===== src/rtl/led_pattern_pkg.sv =====
// ============================================================================
// Module      : led_pattern_pkg
// Description : Frame geometry, lock signature, state and segment encodings
//               for the 8-LED blinky frame tracker.
// Revision    : 1.0 - initial release
// ============================================================================
`default_nettype none

package led_pattern_pkg;

    localparam int         FRAME_LEN        = 106;
    localparam logic [6:0] LAST_STEP        = 7'd105;
    localparam logic [6:0] LOCK_STEP        = 7'd2;

    localparam logic [6:0] SEG_FILL_START   = 7'd1;
    localparam logic [6:0] SEG_DRAIN_START  = 7'd9;
    localparam logic [6:0] SEG_WALKDN_START = 7'd18;
    localparam logic [6:0] SEG_WALKUP_START = 7'd26;
    localparam logic [6:0] SEG_GAP_START    = 7'd34;
    localparam logic [6:0] SEG_STROBE_START = 7'd35;
    localparam logic [6:0] SEG_NIBBLE_START = 7'd56;
    localparam logic [6:0] SEG_FINAL_START  = 7'd73;

    localparam logic [7:0] SIG0 = 8'h00;
    localparam logic [7:0] SIG1 = 8'h80;
    localparam logic [7:0] SIG2 = 8'hC0;

    typedef enum logic [0:0] {
        ST_HUNT   = 1'b0,
        ST_LOCKED = 1'b1
    } state_t;

    localparam logic [2:0] SEG_IDLE   = 3'd0;
    localparam logic [2:0] SEG_FILL   = 3'd1;
    localparam logic [2:0] SEG_DRAIN  = 3'd2;
    localparam logic [2:0] SEG_WALKDN = 3'd3;
    localparam logic [2:0] SEG_WALKUP = 3'd4;
    localparam logic [2:0] SEG_STROBE = 3'd5;
    localparam logic [2:0] SEG_NIBBLE = 3'd6;
    localparam logic [2:0] SEG_FINAL  = 3'd7;

    function automatic logic is_onehot(input logic [7:0] v);
        return (v != 8'h00) && ((v & (v - 8'h01)) == 8'h00);
    endfunction

    // LED numbering runs MSB-first: 8'h80 is position 0, 8'h01 is position 7.
    function automatic logic [2:0] onehot_pos(input logic [7:0] v);
        logic [2:0] pos;
        pos = 3'd0;
        for (int i = 0; i < 8; i++) begin
            if (v[i]) pos = 3'(7 - i);
        end
        return pos;
    endfunction

endpackage

`default_nettype wire


===== src/rtl/led_pattern_expect.sv =====
// ============================================================================
// Module      : led_pattern_expect
// Description : Combinational lookup of the expected LED pattern and segment
//               for a frame step; even final-segment steps accept any one-hot.
// Revision    : 1.0 - initial release
// ============================================================================
`default_nettype none

module led_pattern_expect
    import led_pattern_pkg::*;
(
    input  logic [6:0] step,
    output logic [7:0] exp,
    output logic       any_onehot,
    output logic [2:0] seg
);

    always_comb begin
        exp        = 8'h00;
        any_onehot = 1'b0;
        seg        = SEG_IDLE;
        if (step < SEG_FILL_START) begin
            exp = 8'h00;
        end else if (step < SEG_DRAIN_START) begin
            seg = SEG_FILL;
            exp = 8'hFF << (7'd8 - step);
        end else if (step < SEG_WALKDN_START) begin
            seg = SEG_DRAIN;
            exp = 8'hFF << (step - SEG_DRAIN_START);
        end else if (step < SEG_WALKUP_START) begin
            seg = SEG_WALKDN;
            exp = 8'h80 >> (step - SEG_WALKDN_START);
        end else if (step < SEG_GAP_START) begin
            seg = SEG_WALKUP;
            exp = 8'h01 << (step - SEG_WALKUP_START);
        end else if (step < SEG_STROBE_START) begin
            // single blank step between walk-up and strobe is reported as idle
            seg = SEG_IDLE;
            exp = 8'h00;
        end else if (step < SEG_NIBBLE_START) begin
            seg = SEG_STROBE;
            exp = step[0] ? 8'h00 : 8'hFF;
        end else if (step < SEG_FINAL_START) begin
            seg = SEG_NIBBLE;
            exp = step[0] ? 8'hF0 : 8'h0F;
        end else if (step <= LAST_STEP) begin
            seg        = SEG_FINAL;
            exp        = 8'h00;
            any_onehot = ~step[0];
        end
    end

endmodule

`default_nettype wire


===== src/rtl/led_pattern_tracker.sv =====
// ============================================================================
// Module      : led_pattern_tracker
// Description : Locks onto the 106-step LED frame and reports step, segment,
//               mismatches, frame completion and a saturating error count.
//               Define LEDTRK_FINALPOS_EN to capture the final-segment LED.
// Revision    : 1.0 - initial release
// ============================================================================
`default_nettype none

module led_pattern_tracker
    import led_pattern_pkg::*;
#(
    parameter int MISS_LIMIT = 3,
    parameter int ERR_W      = 8
) (
    input  logic             clk25,
    input  logic             rst,
    input  logic             sample_en,
    input  logic [7:0]       led_in,
    output logic             locked,
    output logic [6:0]       step,
    output logic [2:0]       seg_id,
    output logic             mismatch,
    output logic             frame_done,
    output logic [ERR_W-1:0] err_cnt,
    output logic [2:0]       final_pos
);

    localparam int c_MISS_W = $clog2(MISS_LIMIT + 1);

    state_t              r_state;
    state_t              w_state_nx;
    logic [1:0][7:0]     r_hist;
    logic [6:0]          r_step;
    logic [2:0]          r_seg;
    logic [c_MISS_W-1:0] r_miss;
    logic [ERR_W-1:0]    r_err;
    logic                r_mismatch;
    logic                r_frame_done;

    logic [6:0]          w_step_nx;
    logic [7:0]          w_exp;
    logic                w_any_oh;
    logic [2:0]          w_seg;
    logic                w_match;
    logic                w_sig_seen;
    logic [c_MISS_W-1:0] w_miss_nx;
    logic                w_miss_limit;
    logic                w_hunt_smp;
    logic                w_lock_smp;
    logic                w_acquire;
    logic                w_drop;

    assign w_step_nx = (r_step == LAST_STEP) ? 7'd0 : r_step + 7'd1;

    led_pattern_expect u_expect (
        .step       (w_step_nx),
        .exp        (w_exp),
        .any_onehot (w_any_oh),
        .seg        (w_seg)
    );

    assign w_match      = w_any_oh ? is_onehot(led_in) : (led_in == w_exp);
    assign w_sig_seen   = (r_hist[1] == SIG0) && (r_hist[0] == SIG1) && (led_in == SIG2);
    assign w_miss_nx    = r_miss + c_MISS_W'(1);
    assign w_miss_limit = !w_match && (w_miss_nx == c_MISS_W'(MISS_LIMIT));

    always_ff @(posedge clk25) begin
        if (rst) r_state <= ST_HUNT;
        else     r_state <= w_state_nx;
    end

    always_comb begin
        w_state_nx = r_state;
        if (sample_en) begin
            case (r_state)
                ST_HUNT:   if (w_sig_seen)   w_state_nx = ST_LOCKED;
                ST_LOCKED: if (w_miss_limit) w_state_nx = ST_HUNT;
                default:                     w_state_nx = ST_HUNT;
            endcase
        end
    end

    always_comb begin
        w_hunt_smp = sample_en && (r_state == ST_HUNT);
        w_lock_smp = sample_en && (r_state == ST_LOCKED);
        w_acquire  = w_hunt_smp && w_sig_seen;
        w_drop     = w_lock_smp && w_miss_limit;
    end

    always_ff @(posedge clk25) begin
        if (rst) begin
            r_hist       <= '0;
            r_step       <= 7'd0;
            r_seg        <= SEG_IDLE;
            r_miss       <= '0;
            r_err        <= '0;
            r_mismatch   <= 1'b0;
            r_frame_done <= 1'b0;
        end else begin
            r_mismatch   <= 1'b0;
            r_frame_done <= 1'b0;
            if (w_hunt_smp) begin
                r_hist <= {r_hist[0], led_in};
                if (w_acquire) begin
                    r_step <= LOCK_STEP;
                    r_seg  <= SEG_FILL;
                    r_miss <= '0;
                end
            end
            if (w_lock_smp) begin
                // the step keeps advancing through errors; realignment only via HUNT
                r_step       <= w_step_nx;
                r_seg        <= w_drop ? SEG_IDLE : w_seg;
                r_frame_done <= (w_step_nx == 7'd0);
                if (!w_match) begin
                    r_mismatch <= 1'b1;
                    if (r_err != {ERR_W{1'b1}}) r_err <= r_err + ERR_W'(1);
                    r_miss <= w_drop ? '0 : w_miss_nx;
                end else begin
                    r_miss <= '0;
                end
                if (w_drop) r_hist <= '0;
            end
        end
    end

    assign locked     = (r_state == ST_LOCKED);
    assign step       = r_step;
    assign seg_id     = r_seg;
    assign mismatch   = r_mismatch;
    assign frame_done = r_frame_done;
    assign err_cnt    = r_err;

`ifdef LEDTRK_FINALPOS_EN
    logic [2:0] r_final_pos;

    always_ff @(posedge clk25) begin
        if (rst) begin
            r_final_pos <= 3'd0;
        end else if (w_lock_smp && w_match && w_any_oh) begin
            r_final_pos <= onehot_pos(led_in);
        end
    end

    assign final_pos = r_final_pos;
`else
    assign final_pos = 3'd0;
`endif

endmodule

`default_nettype wire


===== config.mk =====
export PLATFORM = sky130hd
export DESIGN_NAME = led_pattern_tracker
export DESIGN_NICKNAME = d
export VERILOG_FILES = /design/src/rtl/led_pattern_pkg.sv /design/src/rtl/led_pattern_expect.sv /design/src/rtl/led_pattern_tracker.sv
export SDC_FILE = /design/constraint.sdc
export NUM_CORES = 1
export LEC_CHECK = 0
export CORE_UTILIZATION = 60
export CTS_BUF_LIST = sky130_fd_sc_hd__clkbuf_8
export DETAILED_ROUTE_END_ITERATION = 12
export PLACE_DENSITY = 0.83
export SYNTH_ARGS = -nofsm -noshare
export SYNTH_HDL_FRONTEND = slang
export SYNTH_SLANG_ARGS = --single-unit

===== constraint.sdc =====
create_clock -name clk25 -period 7.1 [get_ports clk25]
set_input_delay 0.71 -clock clk25 [delete_from_list [all_inputs] [get_ports clk25]]
set_output_delay 0.71 -clock clk25 [all_outputs]
set_load 0.02 [all_outputs]

Word-level counts from Yosys, hierarchy flattened
Index checks and enable logic that the tools add are counted.

cells by class
  reduce and logical (&&, ||, !) cells = 18
  mux-type cells = 49
  add/sub/neg operators = 8
  order comparisons = 9
  bitwise operators = 5
  equal/unequal tests = 6
  shift-type cells = 4

operators by type and width
  cell                 number
  $mux 8               10
  $mux 16              3
  $mux 3               13
  $mux 7               4
  $lt 7x6->1 const B   3
  $eq 8x8->1 const B   2
  $logic_not 8->1      2
  $shl 8x7->8 const A  2
  $lt 7x5->1 const B   2
  $sub 7x5->7 const B  2
  $mux 1               13
  $mux 2               5
  $add 8x1->8 const B  1
  $and 8x8->8          1
  $eq 8x8->1           1
  $logic_and 1x1->1    8
  $ne 8x8->1 const B   1
  $reduce_bool 8->1    1
  $shl 1x7->8 const A  1
  $shr 8x7->8 const A  1
  $sub 8x1->8 const B  1
  $add 7x1->7 const B  1
  $eq 7x7->1 const B   1
  $le 7x7->1 const B   1
  other kinds (15)     19

word-level totals
  output and inout port bits = 24
  logic and storage cells = 108
  register bits after elaboration = 39
  input bits = 11

Longest topological paths before layout
  word-level depth = 19
  mapped depth = 21
  depth with buffers taken out = 18

Hierarchy
A second synthesis with hierarchy kept.

unflattened totals
  cell total of the unflattened synthesis = 439
  area total of the unflattened synthesis = 3175.5 µm²

modules (own cells, without submodules)
  module               cells an instance  seq. area each (µm²)  area an instance (µm²)  instances
  led_pattern_tracker  246                780.7                 1978.1                  1
  led_pattern_expect   193                0.0                   1197.4                  1

Least setup slack after synthesis
No wires, ideal clock.

  path type = register to register
  start = reg r_step[1], in the netlist step[1]
  end = reg r_err[5], in the netlist err_cnt[5]
  arrival time = 4421 ps
  path slack = 2555 ps
  required time = 6977 ps
  period minus slack after synthesis = 4545 ps
  path buffers = 4
  stages on the path, launching flop included = 22
  setup time = 123 ps
  path through = dfxtp_1 -> buf_2 -> inv_1 -> ha_1 -> nand4b_1 -> nor2_1 -> buf_2 -> nor2_2 -> inv_1 -> ha_1 -> clkbuf_1 -> a211oi_4 -> xnor2_1 -> a31oi_2 -> o41ai_1 -> a221oi_1 -> a2111oi_2 -> nand4_1 -> nor4_4 -> buf_6 -> nor3_1 -> mux2_1

between the ends
  cells in the longest elaborated chain, start to end = 15
  elaborated cells on any way between the ends = 44
  those cells by class = 5 x add/sub; 9 x order compare; 2 x eq/ne; 4 x shift; 21 x mux; 2 x bitwise; 1 x reduce/logical

RTL lines
  item                                              RTL line                                             RTL
  start: declaration                                led_pattern_tracker.sv:34                            logic [6:0] r_step;
  start signal: assignment                          led_pattern_tracker.sv:113                           r_step <= w_step_nx;
  $add 7x1->7 / $eq 7x7->1 (equally long branches)  led_pattern_tracker.sv:54                            assign w_step_nx = (r_step == LAST_STEP) ? 7'd0 : r_step + 7'd1;
  $mux 7 (*)                                        led_pattern_tracker.sv:54
  $lt 7x7->1 (tied with other cells)                led_pattern_expect.sv:43                             end else if (step < SEG_FINAL_START) begin
  $mux 8 / $mux 1 (equally long branches)           led_pattern_expect.sv:43, led_pattern_expect.sv:46
  $mux 8 / $mux 1 (equally long branches)           led_pattern_expect.sv:40, led_pattern_expect.sv:43
  $mux 8 / $mux 1 (equally long branches)           led_pattern_expect.sv:36, led_pattern_expect.sv:40
  $mux 8 / $mux 1 (equally long branches)           led_pattern_expect.sv:33, led_pattern_expect.sv:36
  $mux 8 / $mux 1 (equally long branches)           led_pattern_expect.sv:30, led_pattern_expect.sv:33
  $mux 8 / $mux 1 (equally long branches)           led_pattern_expect.sv:27, led_pattern_expect.sv:30
  $mux 8 / $mux 1 (equally long branches)           led_pattern_expect.sv:24, led_pattern_expect.sv:27
  $mux 8 / $mux 1 (equally long branches)           led_pattern_expect.sv:22, led_pattern_expect.sv:24
  $eq 8x8->1 / $mux 1 (equally long branches)       led_pattern_tracker.sv:63, led_pattern_expect.sv:22
  $mux 1 (*)                                        led_pattern_tracker.sv:63                            assign w_match = w_any_oh ? is_onehot(led_in) : (led_in == w_exp);
  $not 1->1 (no line) (*)                           n/a
  $reduce_and 3->1 (no line) (*)                    n/a
  end signal: assignment                            led_pattern_tracker.sv:118                           if (r_err != {ERR_W{1'b1}}) r_err <= r_err + ERR_W'(1);
  end: declaration                                  led_pattern_tracker.sv:37                            logic [ERR_W-1:0] r_err;

Every way passes the cells marked *; elsewhere a longest branch is shown, timed or not.
A chain may end at the register's enable or synchronous reset.

Final worst setup path
  start = reg r_step[1], in the netlist step[1]
  end = reg r_seg[2], in the netlist seg_id[2]

between the ends
  cells in the longest elaborated chain, start to end = 18
  elaborated cells on any way between the ends = 56
  those cells by class = 5 x add/sub; 9 x order compare; 2 x eq/ne; 4 x shift; 32 x mux; 1 x bitwise; 3 x reduce/logical

RTL lines
  item                                              RTL line                                             RTL
  $add 7x1->7 / $eq 7x7->1 (equally long branches)  led_pattern_tracker.sv:54
  $mux 7 (*)                                        led_pattern_tracker.sv:54
  $lt 7x7->1 (tied with other cells)                led_pattern_expect.sv:43
  $mux 8 / $mux 1 (equally long branches)           led_pattern_expect.sv:43, led_pattern_expect.sv:46
  $mux 8 / $mux 1 (equally long branches)           led_pattern_expect.sv:40, led_pattern_expect.sv:43
  $mux 8 / $mux 1 (equally long branches)           led_pattern_expect.sv:36, led_pattern_expect.sv:40
  $mux 8 / $mux 1 (equally long branches)           led_pattern_expect.sv:33, led_pattern_expect.sv:36
  $mux 8 / $mux 1 (equally long branches)           led_pattern_expect.sv:30, led_pattern_expect.sv:33
  [2 not listed]                                    n/a
  $mux 8 / $mux 1 (equally long branches)           led_pattern_expect.sv:22, led_pattern_expect.sv:24
  $eq 8x8->1 / $mux 1 (equally long branches)       led_pattern_tracker.sv:63, led_pattern_expect.sv:22
  $mux 1                                            led_pattern_tracker.sv:63
  $logic_not 1->1                                   n/a
  $logic_and 1x1->1                                 led_pattern_tracker.sv:66                            assign w_miss_limit = !w_match && (w_miss_nx == c_MISS_W'(MISS_LIMIT));
  $logic_and 1x1->1                                 led_pattern_tracker.sv:88                            w_drop = w_lock_smp && w_miss_limit;
  $mux 3 (*)                                        led_pattern_tracker.sv:114                           r_seg <= w_drop ? SEG_IDLE : w_seg;
  $mux 3 (*)                                        led_pattern_tracker.sv:111                           if (w_lock_smp) begin
  end signal: assignment                            led_pattern_tracker.sv:114
  end: declaration                                  led_pattern_tracker.sv:35                            logic [2:0] r_seg;

Marks and branches as above.

==> results by group <==
Placement
  – Dpl ws: 1460 ps
  – # port buffers: 31
  – HPWL Detailed: 7.31 mm
  – Placed insts: 524
  – Gp weighted congestion: 0.984

Worst setup path
  – Worst path slowest cell: nor2_1
  – CP Cell Sequence: ha_1, xor2_2, o21ai_1, ha_1, inv_1, o21ai_0, o21ai_0, o21ai_1, a21oi_1, and4_1, o211ai_1, nor4_4, nor2_1, o21ai_0
  – Crit Path Max Fanout: 20
  – Most frequent cell on the critical path: o21ai_0
  – Worst path max stage delay: 960 ps
  – Reg2reg start: step[1]$_SDFFE_PP0P_
  – Kind of critical path: reg -> reg
  – Critical path startpoint: step[1]$_SDFFE_PP0P_
  – Startpoint Class: register
  – Arrival @ worst endpoint: 5810 ps
  – CP Data Required Time: 7220 ps
  – CP Capture Type: register

Power
  – Sw Ratio: 22.2%
  – Sw power: 100 µW
  – Clock network power share: 42.4%
  – PD cells: 117 nW/µm²
  – Max IR drop VDD: 0.0000998 V
  – Pint: 351 µW
  – Sequential Power Share: 50.0%
  – Combinational Power Share: 7.5%
  – Leak: 1.35 nW
  – Total power: 451 µW

GRT
  – Total GRT Usage: 33.7%
  – Vias in the first global route: 3266
  – Global-route wire length before repair: 16.2 mm
  – Initial antenna violation count: 0
  – Largest net degree at the start of global routing: 35
  – Global route total overflow: 0

Timing
  – Setup-failing EPs final: 0
  – Highest Clock Rate: 0.176 GHz
  – Setup tns final: 0 ps
  – Post-layout worst setup margin: 1410 ps
  – Final min period: 5690 ps
  – Max-slew violation count: 0
  – Final period util: 80.2%
  – RSZ-0062 raised after global routing: no
  – Slew headroom: 18.1%
  – Final Hold Vio Count: 0
  – WHS: 457 ps
  – Slew @ Worst Pin: 1220 ps
  – Layout Skew: 3.56 ps

Run
  – Max_cap viols: 0

Routing
  – DRC viols: 0
  – Vias: 3660
  – Initial DRC Count: 433
  – Detail Route Antenna Nets: 0
  – DR pass1 iterations: 7
  – Via density: 6.88
  – WL/cell: 18.7 µm
  – DRT Wirelength: 9.96 mm

Final layout
  – Commonest non-fill, non-tap cell in the layout: dfxtp_1
  – Layout cell share with drive strength beyond 1: 7.61%
  – P&R area growth vs syn: 10.4%
  – Final #Nets: 478
  – Diode count: 0
  – Post-route insts no fill: 532
  – Most frequent cells in the layout: dfxtp_1, nand2_1, nor2_1

Floorplan
  – Initial Utilization: 62.8%
  – Area of the core: 5540 µm²
  – I/O Pins: 35
  – # rows: 27
  – Total die area: 6110 µm²
  – Die H: 78.2 µm
  – Die Span X: 78.2 µm

Synthesis
  – Seq/Total Area, Yosys: 22.4%
  – Mapped Cells: 448
  – Ys flop type: dfxtp_1
  – Ys Warns: 0
  – Asr flop ratio synth: 0%
  – Yosys reg bits: 39
  – Unique cell type count in the Yosys netlist: 81
  – Synthesized area: 3480 µm²
  – Synth Area per Inst: 7.77 µm²
  – Number of flops mapped to enable cells by yosys: 0

CTS
  – Post-CTS Hold Fix Bufs: 0
  – Setup Fix Bufs, Post-CTS: 0
  – Sink Count: 39
  – CTS Buf Count: 5
  – Clock H-tree levels: 2
  – Clk Latency, worst-skew pair: 290 ps
  – CTS root buf: clkbuf_8
  – Post-CTS sizing: 0
  – Clock slew at reported path FFs: 70 ps
  – CTS tree: done
  – Clk buf depth: 2

Status
  – Status: finished clean

Hold path
  – Hold Startpoint: seg_id[1]$_SDFFE_PP0P_
  – Hold Crit Class: reg -> reg
## power by group through the flow
stage / sequential (mW) / clock [mW] / combinational, mW
global placement: 0.230 / 0 / 0.0326
floorplan: 0.230 / 0 / 0.0217
CTS: 0.226 / 0.195 / 0.0336
detailed placement: 0.231 / 0 / 0.0334
global route: 0.226 / 0.203 / 0.0379
finish: 0.226 / 0.191 / 0.0339
## final timing paths
| check | endpoint | depth (start not counted) | slack [ps] |
|---|---|---|---|
| setup / recovery | seg_id[2]$_SDFFE_PP0P_ | 14 | 1410 |
| hold / removal | seg_id[1]$_SDFFE_PP0P_ | 2 | 460 |
| setup reg to reg | seg_id[2]$_SDFFE_PP0P_ | 14 | 1410 |
| hold reg to reg | seg_id[1]$_SDFFE_PP0P_ | 2 | 460 |
## cell type report
class                           count  area (µm²)
Clock buffer                        6        82.6
Clock inverter                      2        35.0
Fill cell                         481        1700
Inverter                           14        52.6
Multi-Input combinational cell    364        2460
Sequential cell                    39         781
Tap cell                           72        90.1
Timing Repair Buffer               35         340
## cells by family after synthesis
group	Yosys count	synth area share [%]
compound gates	119	24.8
other cells	1	0.108
mux	20	5.93
xor+xnor	12	4.21
simple gates	200	31.9
buf+inv	47	7.12
flops	39	22.4
fa+ha+maj	10	3.45
## synth_stat cells, types with 7 or more instances
| cell | number | share of area (%) |
|---|---|---|
| a21oi_1 | 24 | 3.5 |
| a31oi_1 | 7 | 1.3 |
| and2_1 | 7 | 1.3 |
| and3_1 | 9 | 1.6 |
| buf_2 | 9 | 1.3 |
| buf_4 | 10 | 2.2 |
| clkbuf_1 | 11 | 1.2 |
| dfxtp_1 | 39 | 22 |
| ha_1 | 8 | 2.9 |
| inv_1 | 14 | 1.5 |
| mux2i_1 | 15 | 4.3 |
| nand2_1 | 36 | 3.9 |
| nand2b_1 | 7 | 1.3 |
| nand3_1 | 20 | 2.9 |
| nand4_1 | 15 | 2.7 |
| nor2_1 | 34 | 3.7 |
| nor3_1 | 27 | 3.9 |
| nor4_1 | 10 | 1.8 |
| o21ai_0 | 21 | 3.0 |
## through the flow
stage | util, % | instance area (µm²)
after floorplan | - | 3490
after global placement | 67.2 | 3720
after detailed placement | 67.2 | 3720
after CTS | 69.3 | 3840
after global routing | 69.3 | 3840
final | 69.3 | 3840
## per-layer routing
metal | GRT usage (%) | wire, µm
met4 | 12.2 | 344
met1 | 46.6 | 4350
met3 | 5.12 | 880
met2 | 53.0 | 4390
met5 | 0 | 0
## flip-flops by register name, summed over array words and instances (netlist names)
| signal | flops |
|---|---|
| seg_id | 3 |
| frame_done | 1 |
| mismatch | 1 |
| locked | 1 |
| r_hist | 16 |
| err_cnt | 8 |
| r_miss | 2 |
| step | 7 |
## worst max-delay path: cells and delay by family, from the launching register on
| family | cells | cell delay (ps) |
|---|---|---|
| AND/OR/NAND/NOR | 3 | 1350 |
| XOR/XNOR | 1 | 200 |
| flip-flops | 1 | 630 |
| adder cells (fa/ha/maj) | 2 | 1100 |
| AO/OA/AOI/OAI | 7 | 2050 |
| buffers and inverters | 1 | 200 |
Note: power is estimated with default switching activity, not from simulation.
